--- src/rtl/axi_pkg.sv ---
// rtl/axi_pkg.sv - shared AXI constants, FSM state type and transfer-size helper
package axi_pkg;

    localparam logic [1:0] AXI_BURST_INCR = 2'b01;
    localparam logic [1:0] RESP_OKAY      = 2'b00;

    typedef enum logic [2:0] {
        ST_IDLE  = 3'd0,
        ST_RADDR = 3'd1,
        ST_RDATA = 3'd2,
        ST_WADDR = 3'd3,
        ST_WDATA = 3'd4,
        ST_WRESP = 3'd5
    } state_e;

    // AxSIZE encoding is log2 of the bytes per beat
    function automatic logic [2:0] size_from_width(input int unsigned width);
        return 3'($clog2(width / 8));
    endfunction

endpackage

--- src/rtl/axi_beat_counter.sv ---
// rtl/axi_beat_counter.sv - beat counter with clear/increment and last-beat compare
module axi_beat_counter #(
    parameter int LEN_WIDTH = 8
) (
    input  logic                 clk,
    input  logic                 rst_n,
    input  logic                 clear_i,
    input  logic                 inc_i,
    input  logic [LEN_WIDTH-1:0] len_i,
    output logic                 is_last_o
);

    logic [LEN_WIDTH-1:0] cnt_q;

    // count accepted beats; clear wins so a new burst always starts at beat 0
    always_ff @(posedge clk or negedge rst_n) begin
        if (!rst_n) begin
            cnt_q <= '0;
        end else if (clear_i) begin
            cnt_q <= '0;
        end else if (inc_i) begin
            cnt_q <= cnt_q + 1'b1;
        end
    end

    assign is_last_o = (cnt_q == len_i);

endmodule

--- src/rtl/axi_burst_master.sv ---
// rtl/axi_burst_master.sv - one-outstanding request to AXI4 INCR burst initiator; option AXI_BURST_MASTER_LAST_CHK_EN
module axi_burst_master
    import axi_pkg::*;
#(
    parameter int ADDR_WIDTH = 32,
    parameter int DATA_WIDTH = 32,
    parameter int LEN_WIDTH  = 8
) (
    input  logic                  clk,
    input  logic                  rst_n,
    input  logic                  req_valid,
    output logic                  req_ready,
    input  logic                  req_write,
    input  logic [ADDR_WIDTH-1:0] req_addr,
    input  logic [LEN_WIDTH-1:0]  req_len,
    input  logic                  wr_valid,
    output logic                  wr_ready,
    input  logic [DATA_WIDTH-1:0] wr_data,
    output logic                  rd_valid,
    input  logic                  rd_ready,
    output logic [DATA_WIDTH-1:0] rd_data,
    output logic                  rd_last,
    output logic                  done,
    output logic                  err,
    output logic                  ARVALID,
    input  logic                  ARREADY,
    output logic [ADDR_WIDTH-1:0] ARADDR,
    output logic [LEN_WIDTH-1:0]  ARLEN,
    output logic [2:0]            ARSIZE,
    output logic [1:0]            ARBURST,
    input  logic                  RVALID,
    output logic                  RREADY,
    input  logic [DATA_WIDTH-1:0] RDATA,
    input  logic                  RLAST,
    input  logic [1:0]            RRESP,
    output logic                  AWVALID,
    input  logic                  AWREADY,
    output logic [ADDR_WIDTH-1:0] AWADDR,
    output logic [LEN_WIDTH-1:0]  AWLEN,
    output logic [2:0]            AWSIZE,
    output logic [1:0]            AWBURST,
    output logic                  WVALID,
    input  logic                  WREADY,
    output logic [DATA_WIDTH-1:0] WDATA,
    output logic                  WLAST,
    input  logic                  BVALID,
    output logic                  BREADY,
    input  logic                  BRESP
);

    localparam logic [2:0] AXSIZE = size_from_width(DATA_WIDTH);

    state_e                  state_q;
    logic [ADDR_WIDTH-1:0]   addr_q;
    logic [LEN_WIDTH-1:0]    len_q;
    logic                    err_acc_q;
    logic                    done_q;
    logic                    err_q;

    logic in_rdata, in_wdata, in_wresp;
    logic r_hs, w_hs, b_hs;
    logic r_end, r_beat_err;
    logic cnt_clear, cnt_inc, cnt_last;
    logic err_d;

    assign in_rdata  = (state_q == ST_RDATA);
    assign in_wdata  = (state_q == ST_WDATA);
    assign in_wresp  = (state_q == ST_WRESP);
    assign req_ready = (state_q == ST_IDLE);

    assign r_hs = in_rdata & RVALID & rd_ready;
    assign w_hs = in_wdata & wr_valid & WREADY;
    assign b_hs = in_wresp & BVALID;

    assign cnt_clear = req_ready & req_valid;

`ifdef AXI_BURST_MASTER_LAST_CHK_EN
    // the counter owns termination; any disagreement with the slave's RLAST is an error
    assign cnt_inc    = w_hs | r_hs;
    assign r_end      = r_hs & cnt_last;
    assign r_beat_err = (RRESP != RESP_OKAY) | (RLAST != cnt_last);
`else
    // trust the slave's RLAST; the counter only tracks write beats
    assign cnt_inc    = w_hs;
    assign r_end      = r_hs & RLAST;
    assign r_beat_err = (RRESP != RESP_OKAY);
`endif

    assign err_d = err_acc_q | (r_hs & r_beat_err) | (b_hs & BRESP);

    axi_beat_counter #(
        .LEN_WIDTH (LEN_WIDTH)
    ) u_beat_counter (
        .clk       (clk),
        .rst_n     (rst_n),
        .clear_i   (cnt_clear),
        .inc_i     (cnt_inc),
        .len_i     (len_q),
        .is_last_o (cnt_last)
    );

    // transaction sequencing, request latching, error accumulation and completion pulse
    always_ff @(posedge clk or negedge rst_n) begin
        if (!rst_n) begin
            state_q   <= ST_IDLE;
            addr_q    <= '0;
            len_q     <= '0;
            err_acc_q <= 1'b0;
            done_q    <= 1'b0;
            err_q     <= 1'b0;
        end else begin
            done_q    <= 1'b0;
            err_q     <= 1'b0;
            err_acc_q <= err_d;
            case (state_q)
                ST_IDLE: begin
                    if (req_valid) begin
                        addr_q    <= req_addr;
                        len_q     <= req_len;
                        err_acc_q <= 1'b0;
                        state_q   <= req_write ? ST_WADDR : ST_RADDR;
                    end
                end
                ST_RADDR: if (ARREADY) state_q <= ST_RDATA;
                ST_RDATA: begin
                    if (r_end) begin
                        done_q  <= 1'b1;
                        err_q   <= err_d;
                        state_q <= ST_IDLE;
                    end
                end
                ST_WADDR: if (AWREADY) state_q <= ST_WDATA;
                ST_WDATA: if (w_hs && cnt_last) state_q <= ST_WRESP;
                ST_WRESP: begin
                    if (b_hs) begin
                        done_q  <= 1'b1;
                        err_q   <= err_d;
                        state_q <= ST_IDLE;
                    end
                end
                default: state_q <= ST_IDLE;
            endcase
        end
    end

    assign done    = done_q;
    assign err     = err_q;

    assign ARVALID = (state_q == ST_RADDR);
    assign ARADDR  = addr_q;
    assign ARLEN   = len_q;
    assign ARSIZE  = AXSIZE;
    assign ARBURST = AXI_BURST_INCR;

    assign AWVALID = (state_q == ST_WADDR);
    assign AWADDR  = addr_q;
    assign AWLEN   = len_q;
    assign AWSIZE  = AXSIZE;
    assign AWBURST = AXI_BURST_INCR;

    assign RREADY   = in_rdata & rd_ready;
    assign rd_valid = in_rdata & RVALID;
    assign rd_data  = RDATA;
    assign rd_last  = in_rdata & RLAST;

    assign WVALID   = in_wdata & wr_valid;
    assign WDATA    = wr_data;
    assign WLAST    = in_wdata & cnt_last;
    assign wr_ready = in_wdata & WREADY;

    assign BREADY   = in_wresp;

endmodule

--- config.mk ---
export PLATFORM = sky130hd
export DESIGN_NAME = axi_burst_master
export DESIGN_NICKNAME = d
export VERILOG_FILES = /design/src/rtl/axi_pkg.sv /design/src/rtl/axi_beat_counter.sv /design/src/rtl/axi_burst_master.sv
export SDC_FILE = /design/constraint.sdc
export NUM_CORES = 1
export LEC_CHECK = 0
export BUFFER_PORTS_ARGS = -buffer_cell sky130_fd_sc_hd__clkbuf_2
export CELL_PAD_IN_SITES_DETAIL_PLACEMENT = 0
export CELL_PAD_IN_SITES_GLOBAL_PLACEMENT = 1
export CORE_UTILIZATION = 27
export CTS_CLUSTER_SIZE = 30
export DETAILED_ROUTE_END_ITERATION = 7
export GPL_ROUTABILITY_DRIVEN = 0
export PLACE_DENSITY = 0.84
export SKIP_LAST_GASP = 1
export SYNTH_ARGS = -nofsm -noshare
export SYNTH_HDL_FRONTEND = slang
export SYNTH_SLANG_ARGS = --single-unit
--- constraint.sdc ---
create_clock -name clk -period 2.1 [get_ports clk]
set_input_delay 0.21 -clock clk [delete_from_list [all_inputs] [get_ports clk]]
set_output_delay 0.21 -clock clk [all_outputs]
set_load 0.005 [all_outputs]
; ---- After elaboration in Yosys (flattened, before gate mapping)
; Cells that the tools add are included.
[word_totals]
out_inout_bits = 166
register_bits = 54
input_bits = 119
elab_cells = 59
[op_classes]
bitwise_logic = 15
n_reduce_logical = 6
n_addsub = 1
eq_ne = 12
muxes = 18
[ops]
columns = op, count
row1 = $mux W3, 6
row2 = $pmux W3 S6, 1
row3 = $mux W8, 2
row4 = $and A1 B1 Y1, 13
row5 = $ne A2 B1 Y1 const B, 5
row6 = $add A8 B1 Y8 const B, 1
row7 = $eq A8 B8 Y1, 1
row8 = $eq A3 B2 Y1 const B, 2
row9 = $eq A3 B3 Y1 const B, 2
row10 = $mux W1, 6
row11 = $reduce_and A6 Y1, 1
row12 = $pmux W1 S2, 2
row13 = $reduce_bool A2 Y1, 2
row14 = $eq A3 B1 Y1 const B, 1
row15 = $logic_not A3 Y1, 1
row16 = $mux W2, 1
row17 = $ne A2 B2 Y1 const B, 1
row18 = $or A1 B1 Y1, 2
row19 = $reduce_and A2 Y1, 1
row20 = $logic_and A1 B1 Y1, 1

; ---- Longest topological paths before layout
; Gate-level depths: netlist of the first run.
[logic_depth]
depth_word = 8
ltp_mapped = 6
ltp_nobuf = 4

; ---- Modules after synthesis
; From an unflattened synthesis of the first run, not the netlist that was laid out.
[hier_totals]
hier_cells = 299
area_unflattened_um2 = 3429.5
[modules_own_cells]
columns = mod, area_each_um2, seq_area_each_um2, n_inst, cells_each
row1 = axi_burst_master, 2952.8, 1151.1, 1, 250
row2 = axi_beat_counter, 476.7, 200.2, 1, 49

; ---- Least setup slack after synthesis of the first run
; Ideal clock, no wire load.
[synth_path]
path_kind = reg2reg
start = reg state_q[0]
end = reg addr_q[30] (netlist: ARADDR[30])
period_less_slack_ns = 1.569
t_required_ns = 1.975
path_slack_ns = 0.531
path_buffers = 3
path_stages_with_launch = 7
t_arrival_ns = 1.444
cell_sequence = dfrtp_1 nor3_2 and2_1 buf_6 buf_6 buf_8 mux2_4
[synth_via]
elab_chain_cells = 2
[synth_lines]
columns = element, line
row1 = "start, declared", axi_burst_master.sv:53  ; state_e state_q;
row2 = "start signal, assigned", axi_burst_master.sv:121  ; state_q <= req_write ? ST_WADDR : ST_RADDR;
row3 = $logic_not A3 Y1, --
row4 = via req_ready, axi_burst_master.sv:12  ; output logic req_ready,
row5 = $reduce_and A2 Y1 (no source line), --
row6 = "end signal, assigned", axi_burst_master.sv:118  ; addr_q <= req_addr;
row7 = "end, declared", axi_burst_master.sv:54  ; logic [ADDR_WIDTH-1:0] addr_q;
; The timed path passes the listed nets, and every way through them passes these cells.
; A chain may end at the register's enable or synchronous reset.

; ---- Worst setup path after layout of the first run
[layout_path]
start = reg state_q[0]
end = reg addr_q[8] (netlist: ARADDR[8])
[layout_via]
elab_chain_cells = 2
[layout_lines]
columns = element, line
row1 = $logic_not A3 Y1, axi_burst_master.sv:115  ; case (state_q)
row2 = $reduce_and A2 Y1 (no source line), --
; No other way between the ends.

==> results of run 1 <==
## path summary, 6_finish.rpt
kind                       startpoint    endpoint  slack, ns  cells after the start
max                        state_q[0]   ARADDR[8]       0.25                      4
min                           AWREADY  state_q[2]       0.14                      2
max reg2reg                state_q[0]   ARADDR[8]       0.25                      4
min reg2reg                ARADDR[29]  ARADDR[29]       0.53                      1
max in group asynchronous       rst_n   err_acc_q       1.05                      3
min in group asynchronous       rst_n    ARLEN[1]       0.46                      2
## routing by layer
| layer | share of wire [%] | vias to the layer above |
|---|---|---|
| met2 | 51 | 126 |
| met1 | 38 | 992 |
| met3 | 9.2 | 21 |
| met5 | 0 | - |
| li1 | - | 959 |
| met4 | 2.2 | 0 |
## kinds of logic (layout without fill, tap and decap cells)
family	after synthesis	after routing	share of synthesized area [%]
simple gates	48	48	8.77
mux	41	41	14.1
xor+xnor	14	14	3.69
other cells	2	10	0.226
compound gates	15	15	3.31
flops	54	54	40.6
buf+inv	126	160	28.9
fa+ha+maj	1	1	0.376
## flip-flops by register name, summed over array words and instances, names as in the netlist
signal and flops:
ARADDR 32, ARLEN 8, done 1, err 1
err_acc_q 1, state_q 3, u_beat_counter.cnt_q 8
## report_power, final
group	leakage, nW	internal (mW)	total (mW)	switching (mW)
Sequential	0.662	1.50	1.96	0.466
Clock	0.0729	0.473	0.838	0.365
Combinational	1.05	1.27	2.11	0.839
Total	1.79	3.24	4.91	1.67
## layout make-up
| class | count | area [um^2] |
|---|---|---|
| inverter | 1 | 3.75 |
| timing repair buffer | 151 | 796 |
| tap | 147 | 184 |
| clock buffer | 6 | 139 |
| fill | 1230 | 8480 |
| multi-input combinational | 129 | 1040 |
| sequential | 54 | 1350 |
| clock inverter | 2 | 12.5 |
## per-stage QoR
stage	total power, mW	cell area [um^2]	worst slack (ns)	hold WS [ns]	instances
6_report	4.91	3530	0.246	0.143	490
2_1_floorplan	3.71	3350	0.531	-0.0856	309
3_5_place_dp	4.14	3370	0.266	0.260	481
4_1_cts	5.01	3530	0.249	0.134	490
3_3_place_gp	4.07	3370	0.343	0.252	481
5_1_grt	5.30	3530	0.146	0.138	490
## critical path, stage by stage (launching register included)
cell and delay [ns]:
dfrtp_1 0.53, nor3_2 0.31, and2_2 0.22, buf_4 0.28, mux2_2 0.37
## placed cells by master (no fill, tap or decap), drive strengths merged, types with 2 or more instances in the layout
cell type,count
nor2,9
and3b,2
nand2,5
mux2,41
clkbuf,152
xor2,6
conb,10
nand3,4
dfrtp,54
and2,7
and3,2
nor3,4
buf,4
nand4,6
xnor2,8
a21oi,5
nor3b,2
==> flow_summary.yaml, run 1 <==
outcome:
  status: "finished clean"
global_routing:
  grtUsageMet1_pct: 10.2
  grtUsageMet3_pct: 3.16
  grt_max_degree: 33
  first_global_vias: 1854
  grt_first_pass_wirelength_um: 9680
  use_met2_pct: 18.0
  grtUsageTotal_pct: 9.84
  top_usage_layer: "met2"
  grt-ovfl-total: 0
  antenna_found_initial: 0
critical_path:
  crit_path_max_fanout: 21
  cp-start-kind: "flip-flop"
  critical_path_class: "flip-flop to flip-flop"
  cp-end-kind: "flip-flop"
  worstPathArrival_ns: 2.03
  worstPathRequired_ns: 2.27
sta:
  post-route-min-period_ns: 1.85
  setup_viol: 0
  fmax_mhz: 539
  slew_headroom_pct: 59.2
  fin_skew_ns: 0.00274
  slew_viol_final: 0
  finalCritPeriodShare_pct: 88.3
  rsz0062_at_grt: "no"
  hold_viol: 0
  tightest_slew_ns: 0.613
  fin_tns_setup_ns: 0
routing:
  drt_iter0_markers: 52
  drt_pass1_iterations: 4
  wl_per_cell_um: 13.6
  vias_per_cell: 4.28
  wl_um: 6660
  ant_nets: 0
  vias: 2098
  drcViolationCount: 0
yosys:
  postSynth.asyncResetShare_pct: 100
  synth_top_area_share_pct: 40.6
  ys_warn_count: 0
  synthesis.area_um2: 3320
  syn_area_per_cell_um2: 11.0
  synthCells: 301
  ys_seq_elements: 54
  netlist_top_cells_area: "dfrtp_1 41%, buf_4 27%, mux2_2 13%, xnor2_1 2.1%, xor2_1 1.6%"
  yosysTopAreaCell: "dfrtp_1"
  ys_types: 42
  synth_common_cells: "118 x buf_4, 54 x dfrtp_1, 39 x mux2_2"
  ys.flop_type: "dfrtp_1"
  synth-seq-area-share_pct: 40.6
  synth_most_common_cell: "buf_4"
  synth_edf_count: 0
place:
  port_buffers: 146
  hpwlAfterDp_um: 5370
clock_network:
  cts_setup_buffers: 0
  path_clk_slew_ns: 0.07
  cts_sinks: 54
  cts_root_buf: "clkbuf_16"
  cts.hold.buffers_added: 1
  h-tree-depth: 2
  cts_resized: 0
  cts_buffers: 5
  clock_latency_ns: 0.29
  clock_path_buffers: 2
  cts_tree: "done"
power_and_ir_drop:
  power_density_nw_per_um2: 1390
  ir_drop_uv: 453
  p_leak_nw: 1.79
finish:
  area_growth_pct: 6.21
  drive_above_1_share_pct: 59.8
  nets: 462
  final_util_pct: 29.4
  n_antenna_cell: 0
floorplan:
  core-area_um2: 12000
  rows: 40
  die-area_um2: 12800
  die_h_um: 113
  io_pins: 285
  die_x_um: 113
  initial_utilization_pct: 27.7
worst_hold_path:
  hold_class: "primary input to flip-flop"
flow_run:
  maxCapViolations: 0
No activity file was read; power rests on OpenSTA's default activity.
==> run 2: changes to the inputs <==
Settings changed: ABC_AREA set to 1, CORE_UTILIZATION 27 to 26.
==> run 2 against run 1 <==
Against the previous run:
- global-route usage is 1.4 points higher
- synthesized cell count is 42% higher
- worst hold slack worse by 0.084 ns
- critical endpoint is now WLAST
- die area is 6.4% higher
- routed wire length is 18% higher
- synthesized area is 2.6% higher
- final cell count is 31% higher
- via count is 23% higher
- clock skew is 0.0040 ns higher
- flip-flop and latch count stayed put
- clock-buffer cell count stayed put
- critical path type is now flip-flop to output port
- final area is 2.7% higher
==> flow_summary.yaml, run 2 <==
global_routing:
  grt_max_degree: 55
  grt_first_pass_wirelength_um: 11600
  use_met2_pct: 19.9
  grt-ovfl-total: 0
  grtUsageMet1_pct: 12.5
  antenna_found_initial: 0
  first_global_vias: 2296
  grtUsageMet3_pct: 2.70
  grtUsageTotal_pct: 11.2
  top_usage_layer: "met2"
worst_hold_path:
  hold_class: "primary input to asynchronous set/reset pin"
power_and_ir_drop:
  power.share.combinational_pct: 43.9
  p_int_mw: 2.87
  p_leak_nw: 2.09
  power_density_nw_per_um2: 1320
  netSwitchingFraction_pct: 40.1
  p_total_mw: 4.80
  pwr-share-seq_pct: 38.7
  p_sw_mw: 1.92
  p_clk_share_pct: 17.4
  ir_drop_uv: 520
clock_network:
  clock_path_buffers: 2
  cts_buffers: 5
  cts.hold.buffers_added: 0
  cts_root_buf: "clkbuf_16"
  h-tree-depth: 2
  cts_sinks: 54
  path_clk_slew_ns: 0.07
  cts_setup_buffers: 0
  cts_tree: "done"
  clock_latency_ns: 0.29
  cts_resized: 0
floorplan:
  die_h_um: 117
  io_pins: 285
  rows: 41
  die-area_um2: 13600
  die_x_um: 117
  core-area_um2: 12700
  initial_utilization_pct: 26.8
routing:
  vias_per_cell: 4.03
  wl_per_cell_um: 12.2
  wl_um: 7860
  vias: 2588
  drt_iter0_markers: 79
  ant_nets: 0
  drcViolationCount: 0
  drt_pass1_iterations: 4
yosys:
  synth-seq-area-share_pct: 39.6
  synth_edf_count: 0
  ys_seq_elements: 54
  postSynth.asyncResetShare_pct: 100
  ys_types: 30
  synth_most_common_cell: "nand2_1"
  synthCells: 428
  synth_common_cells: "144 x nand2_1, 115 x buf_4, 54 x dfrtp_1"
  synthesis.area_um2: 3410
  netlist_top_cells_area: "dfrtp_1 40%, buf_4 25%, nand2_1 16%, inv_1 2.4%, nand2_2 2.0%"
  syn_area_per_cell_um2: 7.97
  synth_top_area_share_pct: 39.6
  yosysTopAreaCell: "dfrtp_1"
  ys_warn_count: 0
  ys.flop_type: "dfrtp_1"
critical_path:
  worstPathRequired_ns: 1.89
  r2r_slack_ns: 0.49
  cp_slowest_stage_delay_ns: 0.46
  r2r_cells: 9
  reg2reg_from: "state_q[1]"
  worstPathArrival_ns: 1.52
  cp-start-kind: "flip-flop"
  critical_path_class: "flip-flop to output port"
  worstReg2RegEnd: "u_beat_counter.cnt_q[5]"
  crit_path_max_fanout: 4
  cp-end-kind: "output port"
  cpMaxStageDelayCell: "dfrtp_1"
  path_cells: "xnor2_1, nand2_1, nor2_1, nand2_1, nor2_1, clkbuf_2"
finish:
  multi_input_area_um2: 1030
  largest_reg_flops: 32
  most-common-layout-cells: "146 x clkbuf_2, 144 x nand2_1, 54 x dfrtp_1"
  fillCellCount: 1431
  nets: 589
  drive_above_1_share_pct: 38.9
  final_util_pct: 28.5
  n_antenna_cell: 0
  final_cells: 642
  regArea_um2: 1350
  layout_commonest_cell: "clkbuf_2"
  area_growth_pct: 6.31
place:
  placed_cells: 634
  hpwlAfterDp_um: 6170
  dp_slack_ns: 0.472
  port_buffers: 146
sta:
  hold_viol: 0
  rsz0062_at_grt: "no"
  finalCritPeriodShare_pct: 82.6
  slew_headroom_pct: 53.8
  fin_skew_ns: 0.00674
  slew_viol_final: 0
  tightest_slew_ns: 0.694
  setup_viol: 0
  fmax_mhz: 577
  fin_tns_setup_ns: 0
  timing.final.ws_setup_ns: 0.366
  post-route-min-period_ns: 1.73
outcome:
  status: "finished clean"
flow_run:
  maxCapViolations: 0
-- run 2: cell types whose count changed after synthesis, sizes merged, moves of 3 or more --
cell   previous run  this run
and2              7         1
inv               1        27
mux2             41         0
nand2             5       155
nand3             4        10
nand4             6         3
nor2              9        22
o21ai             1        12
xnor2             8         3
xor2              6         0
-- run 2: cells by family (layout without fill, tap and decap cells) --
family | count (synthesis) | after routing | share of synthesized area [%]
AOI/OAI and AO/OA | 17 | 17 | 2.57
xor gates and xnor gates | 3 | 3 | 0.771
adders and majority gates | 1 | 1 | 0.367
buffers and inverters | 152 | 186 | 31.1
DFF | 54 | 54 | 39.6
other | 2 | 10 | 0.220
and+or+nand+nor | 199 | 199 | 25.3
-- run 2: how the worst max path moves through the flow --
| stage | startpoint | end | slack, ns | cells after the start |
|---|---|---|---|---|
| floorplan | state_q[1] | err_acc_q | 0.73 | 9 |
| global placement | state_q[1] | u_beat_counter.cnt_q[5] | 0.62 | 9 |
| detailed placement | state_q[1] | u_beat_counter.cnt_q[5] | 0.47 | 9 |
| CTS | ARLEN[6] | WLAST | 0.32 | 6 |
| global route | ARLEN[6] | WLAST | 0.22 | 6 |
| finish | ARLEN[6] | WLAST | 0.37 | 6 |
-- run 2: power groups by stage --
| stage | sequential (mW) | combinational (mW) | clock [mW] |
|---|---|---|---|
| floorplan | 1.82 | 1.76 | 0 |
| global placement | 1.86 | 2.13 | 0 |
| detailed placement | 1.89 | 2.15 | 0 |
| CTS | 1.87 | 2.16 | 0.883 |
| global route | 1.94 | 2.50 | 0.926 |
| finish | 1.86 | 2.11 | 0.835 |
-- run 2: cell type report --
| class | instances | share of cell area [%] |
|---|---|---|
| sequential | 54 | 37.3 |
| multi-input combinational | 230 | 28.3 |
| clock inverter | 2 | 0.345 |
| tap | 172 | 5.94 |
| clock buffer | 6 | 3.83 |
| timing repair buffer | 150 | 21.3 |
| inverter | 28 | 2.93 |
-- run 2: stage by stage --
step / instance area (um^2) / hold WS, ns
detailed placement: 3470 / 0.392
global placement: 3470 / 0.393
finish: 3620 / 0.0589
global route: 3620 / 0.114
CTS: 3620 / 0.0737
floorplan: 3440 / -0.0856
-- run 2: routing by layer --
metal  wire length (um)  share of wire (%)
met1               3140                 40
met3                622                7.9
met2               3820                 49
met4                279                3.6
met5                  0                  0
-- run 2: critical path: cells and delay by family (launching register included) --
family / cells / cell delay [ns]
DFF: 1 / 0.46
buffers and inverters: 1 / 0.13
xor gates and xnor gates: 1 / 0.18
and+or+nand+nor: 4 / 0.46
